<file path="config.mk">
export PLATFORM = sky130hd
export DESIGN_NAME = serial_subtractor
export DESIGN_NICKNAME = d
export VERILOG_FILES = /design/src/rtl/tt_pkg.sv /design/src/rtl/full_subtractor.sv /design/src/rtl/serial_subtractor.sv
export SDC_FILE = /design/constraint.sdc
export NUM_CORES = 1
export LEC_CHECK = 0
export CAP_MARGIN = 0
export CORE_MARGIN = 2
export CORE_UTILIZATION = 49
export DETAILED_ROUTE_END_ITERATION = 8
export PLACE_DENSITY_LB_ADDON = 0.1
export REMOVE_ABC_BUFFERS = 1
export SKIP_LAST_GASP = 1
export SLEW_MARGIN = 10
export SYNTH_ARGS = -nofsm -noshare
export SYNTH_HDL_FRONTEND = slang
export SYNTH_SLANG_ARGS = --single-unit
export TNS_END_PERCENT = 5
</file>
<file path="constraint.sdc">
create_clock -name clk_i -period 2.7 [get_ports clk_i]
set_input_delay 0.405 -clock clk_i [delete_from_list [all_inputs] [get_ports clk_i]]
set_output_delay 0.405 -clock clk_i [all_outputs]
set_load 0.02 [all_outputs]
</file>
<file path="src/rtl/tt_pkg.sv">
// Shared constants for the serial arithmetic blocks in the tile.
// Other bit-serial units reuse this state encoding.
package tt_pkg;

    typedef enum logic [1:0] {
        StIdle = 2'd0,
        StRun  = 2'd1,
        StDone = 2'd2
    } serial_state_e;

endpackage

</file>
<file path="src/rtl/full_subtractor.sv">
// Single-bit full subtractor cell: diff = a - b - borrow_in, with borrow out.
module full_subtractor (
    input  logic a_i,
    input  logic b_i,
    input  logic borrow_in_i,
    output logic diff_o,
    output logic borrow_o
);

    assign diff_o   = a_i ^ b_i ^ borrow_in_i;
    assign borrow_o = (~a_i & b_i) | (~a_i & borrow_in_i) | (b_i & borrow_in_i);

endmodule

</file>
<file path="src/rtl/serial_subtractor.sv">
// Bit-serial WIDTH-bit subtractor: a - b - borrow_in over WIDTH cycles, LSB first,
// with a parallel result and a one-cycle done pulse on completion.
module serial_subtractor
    import tt_pkg::*;
#(
    parameter int unsigned WIDTH = 8
) (
    input  logic             clk_i,
    input  logic             rst_i,
    input  logic             start_i,
    input  logic [WIDTH-1:0] a_i,
    input  logic [WIDTH-1:0] b_i,
    input  logic             borrow_in_i,
    output logic             busy_o,
    output logic             done_o,
    output logic [WIDTH-1:0] diff_o,
    output logic             borrow_o
);

    localparam int unsigned CntW = $clog2(WIDTH);
    localparam logic [CntW-1:0] LastCnt = CntW'(WIDTH - 1);

    serial_state_e    state_q, state_d;
    logic [CntW-1:0]  cnt_q, cnt_d;
    logic [WIDTH-1:0] a_sh_q, a_sh_d;
    logic [WIDTH-1:0] b_sh_q, b_sh_d;
    logic [WIDTH-1:0] res_sh_q, res_sh_d;
    logic             bor_q, bor_d;
    logic [WIDTH-1:0] diff_q, diff_d;
    logic             borrow_q, borrow_d;

    logic fs_diff;
    logic fs_borrow;

    full_subtractor u_full_subtractor (
        .a_i         (a_sh_q[0]),
        .b_i         (b_sh_q[0]),
        .borrow_in_i (bor_q),
        .diff_o      (fs_diff),
        .borrow_o    (fs_borrow)
    );

    always_comb begin
        state_d  = state_q;
        cnt_d    = cnt_q;
        a_sh_d   = a_sh_q;
        b_sh_d   = b_sh_q;
        res_sh_d = res_sh_q;
        bor_d    = bor_q;
        diff_d   = diff_q;
        borrow_d = borrow_q;

        case (state_q)
            StIdle: begin
                if (start_i) begin
                    a_sh_d  = a_i;
                    b_sh_d  = b_i;
                    bor_d   = borrow_in_i;
                    cnt_d   = '0;
                    state_d = StRun;
                end
            end
            StRun: begin
                a_sh_d   = {1'b0, a_sh_q[WIDTH-1:1]};
                b_sh_d   = {1'b0, b_sh_q[WIDTH-1:1]};
                res_sh_d = {fs_diff, res_sh_q[WIDTH-1:1]};
                bor_d    = fs_borrow;
                cnt_d    = cnt_q + 1'b1;
                // The last bit is folded in here so diff_o never shows a partial result.
                if (cnt_q == LastCnt) begin
                    cnt_d    = '0;
                    diff_d   = {fs_diff, res_sh_q[WIDTH-1:1]};
                    borrow_d = fs_borrow;
                    state_d  = StDone;
                end
            end
            StDone: begin
                state_d = StIdle;
            end
            default: begin
                state_d = StIdle;
            end
        endcase
    end

    always_ff @(posedge clk_i) begin
        if (rst_i) begin
            state_q  <= StIdle;
            cnt_q    <= '0;
            a_sh_q   <= '0;
            b_sh_q   <= '0;
            res_sh_q <= '0;
            bor_q    <= 1'b0;
            diff_q   <= '0;
            borrow_q <= 1'b0;
        end else begin
            state_q  <= state_d;
            cnt_q    <= cnt_d;
            a_sh_q   <= a_sh_d;
            b_sh_q   <= b_sh_d;
            res_sh_q <= res_sh_d;
            bor_q    <= bor_d;
            diff_q   <= diff_d;
            borrow_q <= borrow_d;
        end
    end

    assign busy_o   = (state_q != StIdle);
    assign done_o   = (state_q == StDone);
    assign diff_o   = diff_q;
    assign borrow_o = borrow_q;

endmodule

</file>
**After elaboration in Yosys (flattened, before gate mapping)**

Index checks and enable logic that the tools add are counted.

- Register bits: 39
- Input bits: 20
- Output and inout bits: 11
- Logic and storage cells: 40

- Add/sub/neg operators: 1
- Equality and inequality tests: 5
- Mux-type cells: 12
- Bitwise operators: 8
- Reductions and logical operators: 6

Operators with widths:

| cell | number |
|---|---|
| 8-bit case mux with 2 select lines | 2 |
| 8-bit two-way mux | 2 |
| 3-bit two-way mux | 2 |
| 3-bit case mux with 2 select lines | 1 |
| 2-bit AND reduction | 3 |
| 2-bit two-way mux | 2 |
| 2-bit inequality test (second input constant) | 2 |
| 2-bit case mux with 2 select lines | 1 |
| 2-bit nonzero test | 2 |
| 3-bit by 1-bit adder with 3-bit output (second input constant) | 1 |
| 1-bit AND | 3 |
| 3-bit == test (second input constant) | 1 |
| 2-bit by 1-bit == test with 1-bit output (second input constant) | 1 |
| 2-bit == test (second input constant) | 1 |
| 2-bit zero test | 1 |
| 1-bit OR | 2 |
| 1-bit case mux with 2 select lines | 1 |
| 1-bit XOR | 2 |
| 1-bit two-way mux | 1 |
| 1-bit inverter | 1 |

**Longest topological paths before layout**

- Word-level depth: 5
- Depth in mapped cells: 6
- Depth with buffers taken out: 5

**Hierarchy**

From an unflattened synthesis, not the netlist that was laid out.

- Cells, all modules: 173
- Area total of the unflattened synthesis: 1709.1 um2

Modules (own cells, without submodules):

| module | times used | cells each | area each (um2) | sequential area each (um2) |
|---|---|---|---|---|
| serial_subtractor | 1 | 170 | 1681.6 | 760.7 |
| full_subtractor | 1 | 3 | 27.5 | 0.0 |

**Worst setup path after synthesis**

No wires, ideal clock.

- Path type: reg2reg
- From: register cnt_q[0]
- To: register cnt_q[0]
- Setup time: 128 ps
- Data arrival time: 1177 ps
- Required time: 2572 ps
- Setup slack: 1396 ps
- Cell stages (with the launch flop): 7
- Path buffers: 1
- Period minus slack after synthesis: 1304 ps
- Cells stage by stage: dfxtp_1 ha_1 ha_1 clkbuf_1 nor2_1 a22oi_1 nor2_1

- Word-level cells in the longest chain between the ends: 3
- Elaborated cells between the ends (all ways): 4
- Classes of those cells: 1 x add/sub; 1 x eq/ne; 2 x mux

RTL lines:

| what | line | source |
|---|---|---|
| start: declaration | serial_subtractor.sv:24 | `logic [CntW-1:0] cnt_q, cnt_d;` |
| start signal: assignment | serial_subtractor.sv:98 | `cnt_q <= cnt_d;` |
| 3-bit by 1-bit adder with 3-bit output / 3-bit == test (equally long branches) | serial_subtractor.sv:68, serial_subtractor.sv:70 |  |
| 3-bit two-way mux (*) | serial_subtractor.sv:70 | `if (cnt_q == LastCnt) begin` |
| 3-bit case mux with 2 select lines (*) | serial_subtractor.sv:53 | `case (state_q)` |

Mark *: on every way between the ends. The rest lies on a longest branch, timed or not.
A chain may end at the register's enable or synchronous reset.

**Final worst setup path**

- From: register state_q[0]
- To: output port busy_o

- Word-level cells in the longest chain between the ends: 1

RTL lines:

| what | line | source |
|---|---|---|
| start: declaration | serial_subtractor.sv:23 | `serial_state_e state_q, state_d;` |
| start signal: assignment | serial_subtractor.sv:88 | `state_q <= StIdle;` |
| start signal: assignment | serial_subtractor.sv:97 | `state_q <= state_d;` |
| 2-bit nonzero test | serial_subtractor.sv:108 | `assign busy_o = (state_q != StIdle);` |
| end: declaration | serial_subtractor.sv:14 | `output logic busy_o,` |

Every way passes these cells.

==> flow_metrics.env <==
export IMPL_fmax_ghz=0.446
export IMPL_ys_types=27
export IMPL_cap_violations=0
export IMPL_tightest_slew_ps=776
export IMPL_io_pins=31
export IMPL_cp_end_kind="output port"
export IMPL_synth_seq_cells=38
export IMPL_drtPass1Iterations=4
export IMPL_cts_htree_levels=2
export IMPL_p_sw_share_pct=23.4
export IMPL_finalSetupTns_ps=0
export IMPL_crit_required_ps=2300
export IMPL_start_kind="flop"
export IMPL_drv_slew=0
export IMPL_finalHoldViolCount=0
export IMPL_setup_viol=0
export IMPL_yosys_area_top_type_share_pct=49.2
export IMPL_avgSynthCellArea_um2=8.90
export IMPL_critPathMaxFanout=16
export IMPL_dr_first_iter_drc_count=46
export IMPL_start_util_pct=51.1
export IMPL_p_leak_nw=0.696
export IMPL_multiInputGateArea_um2=702
export IMPL_p_int_mw=0.847
export IMPL_dr_total_vias=1299
export IMPL_fin_crit_sh_pct=83.0
export IMPL_via_per_inst=5.30
export IMPL_insertion_delay_ps=340
export IMPL_core_um2=3030
export IMPL_die_h_um=60.2
export IMPL_grt_max_degree=28
export IMPL_place_area_um2=1850
export IMPL_ys_seq_area_share_pct=49.2
export IMPL_netlist_top_cells_area="dfxtp_1, nor2_1, a21oi_1, nand2_1, o221ai_1"
export IMPL_rrSetupSlack_ps=890
export IMPL_fin_area_um2=1930
export IMPL_p_per_area_nw_per_um2=574
export IMPL_first_global_vias=1156
export IMPL_cts_tree="done"
export IMPL_crit_type="flop to output port"
export IMPL_area_delta_synth_final_pct=24.5
export IMPL_layout_drive_gt1_share_pct=6.97
export IMPL_synth_top_area_cell="dfxtp_1"
export IMPL_drc=0
export IMPL_clock_root_buffer="clkbuf_4"
export IMPL_wire_per_inst_um=12.2
export IMPL_die_width_um=60.2
export IMPL_final_nets=223
export IMPL_hold_buffers=0
export IMPL_fin_crit_ps=2240
export IMPL_dpl_hpwl_mm=2.02
export IMPL_clkTransAtPathRegs_ps=100
export IMPL_cts_made_buffers=5
export IMPL_synth_warning_count=0
export IMPL_die_area_um2=3620
export IMPL_hp_class="flop to flop"
export IMPL_cts_buffer_depth=2
export IMPL_outcome="finished clean"
export IMPL_cts_resized=0
export IMPL_seqPwrFrac_pct=54.9
export IMPL_cts_sinks=38
export IMPL_placementRows=20
export IMPL_regArea_um2=761
export IMPL_switchingPower_mw=0.259
export IMPL_slew_limit_headroom_pct=48.3
export IMPL_fin_skew_ps=5.86
export IMPL_antenna_found_initial=0
export IMPL_cp_arrival_ps=1840
export IMPL_gp_congestion=0.711
export IMPL_grt_usage_pct=18.6
export IMPL_grt_overflow_total=0
export IMPL_cts_setup_buffers=0
export IMPL_power_frac_clock_pct=33.8
export IMPL_final_antenna_net_count=0
export IMPL_grt_pass1_wl_mm=4.97
export IMPL_postSynthCellCount=174
export IMPL_wl_mm=2.98
export IMPL_syn_area_um2=1550
export IMPL_final_fill_count=271
export IMPL_comb_power_share_pct=11.3
export IMPL_vdd_drop_max_mv=0.377
export IMPL_n_antenna_cell=0
export IMPL_rsz0062_at_grt="false"
export IMPL_numPortBuffers=30
## metal layers
metal,part of all wire (%),GRT usage (%),vias to the layer above,wire (um)
li1,-,-,657,-
met1,45,21.6,607,1330
met2,48,31.2,29,1440
met3,5.1,5.41,6,153
met4,1.8,8.57,0,55
met5,0,0,-,0
## sequential cells by signal (all words and copies together), names as in the netlist
name      cells
a_sh_q        8
b_sh_q        8
bor_q         1
borrow_o      1
cnt_q         3
diff_o        8
res_sh_q      7
state_q       2
## critical path, stage by stage (launching register included)
cell             delay [ps]
dfxtp_1                 700
or2_2                   210
clkdlybuf4s50_1         590
## per-stage QoR
stage | cells | setup slack, ps | utilization [%] | power, mW | hold slack [ps]
6_report | 245 | 459 | 63.6 | 1.11 | 458
5_1_grt | 245 | 347 | 63.6 | 1.16 | 483
4_1_cts | 245 | 444 | 63.6 | 1.11 | 460
3_5_place_dp | 237 | 681 | 61.2 | 0.745 | 446
3_3_place_gp | 237 | 732 | 61.2 | 0.739 | 440
2_1_floorplan | 160 | 846 | - | 0.686 | 431
## path summary, 6_finish.rpt
| check | depth (start not counted) | to | startpoint |
|---|---|---|---|
| setup / recovery | 2 | busy_o | state_q[0]$_SDFFE_PP0P_ |
| hold / removal | 2 | diff_o[0]$_SDFFE_PP0P_ | diff_o[0]$_SDFFE_PP0P_ |
| setup reg to reg | 3 | b_sh_q[2]$_SDFFE_PP0P_ | state_q[0]$_SDFFE_PP0P_ |
| hold reg to reg | 2 | diff_o[0]$_SDFFE_PP0P_ | diff_o[0]$_SDFFE_PP0P_ |
## cell families (layout without fill, tap and decap cells)
family	after synthesis	count (layout)	synth area share, %
AND/OR/NAND/NOR	69	69	19.3
buffers and inverters	17	44	5.50
AO/OA/AOI/OAI	42	42	19.9
adder cells (fa/ha/maj)	3	3	2.91
flip-flops	38	38	49.2
multiplexers	5	5	3.23
## cells in the final DEF (no fill, tap or decap), drive strengths merged, types with 5 or more instances in the layout
master / count
a21oi: 18
mux2i: 5
a211oi: 5
o221ai: 11
nand2: 20
clkbuf: 7
nand3: 8
nor2: 31
dfxtp: 38
clkdlybuf4s50: 30
## cells in the mapped netlist, drive strengths merged
cell     n
a21oi   18
a22oi    3
nand3b   3
nand3    8
nor2    31
fa       1
a211oi   5
a311oi   1
o21ba    1
or2      1
o21ai    2
ha       2
or3b     1
clkbuf   4
inv      3
nor3     1
buf     10
nand2b   1
o21bai   1
o221ai  11
nor2b    3
mux2i    5
nand2   20
dfxtp   38
## final cells by class
type	count	share of cell area, %
flip-flops and latches	38	39.5
repair buffers	33	16.8
clock inverters	1	1.56
well taps	44	2.86
multi-input cells	119	36.4
clock buffers	7	2.34
inverters	3	0.584
## power by group through the flow
stage	registers [mW]	clock network, mW	logic [mW]
after global placement	0.618	0	0.121
after detailed placement	0.619	0	0.126
after CTS	0.607	0.381	0.127
after floorplan	0.615	0	0.0708
final	0.607	0.373	0.125
after global routing	0.611	0.413	0.139
Power figures use the tool's default switching activity.
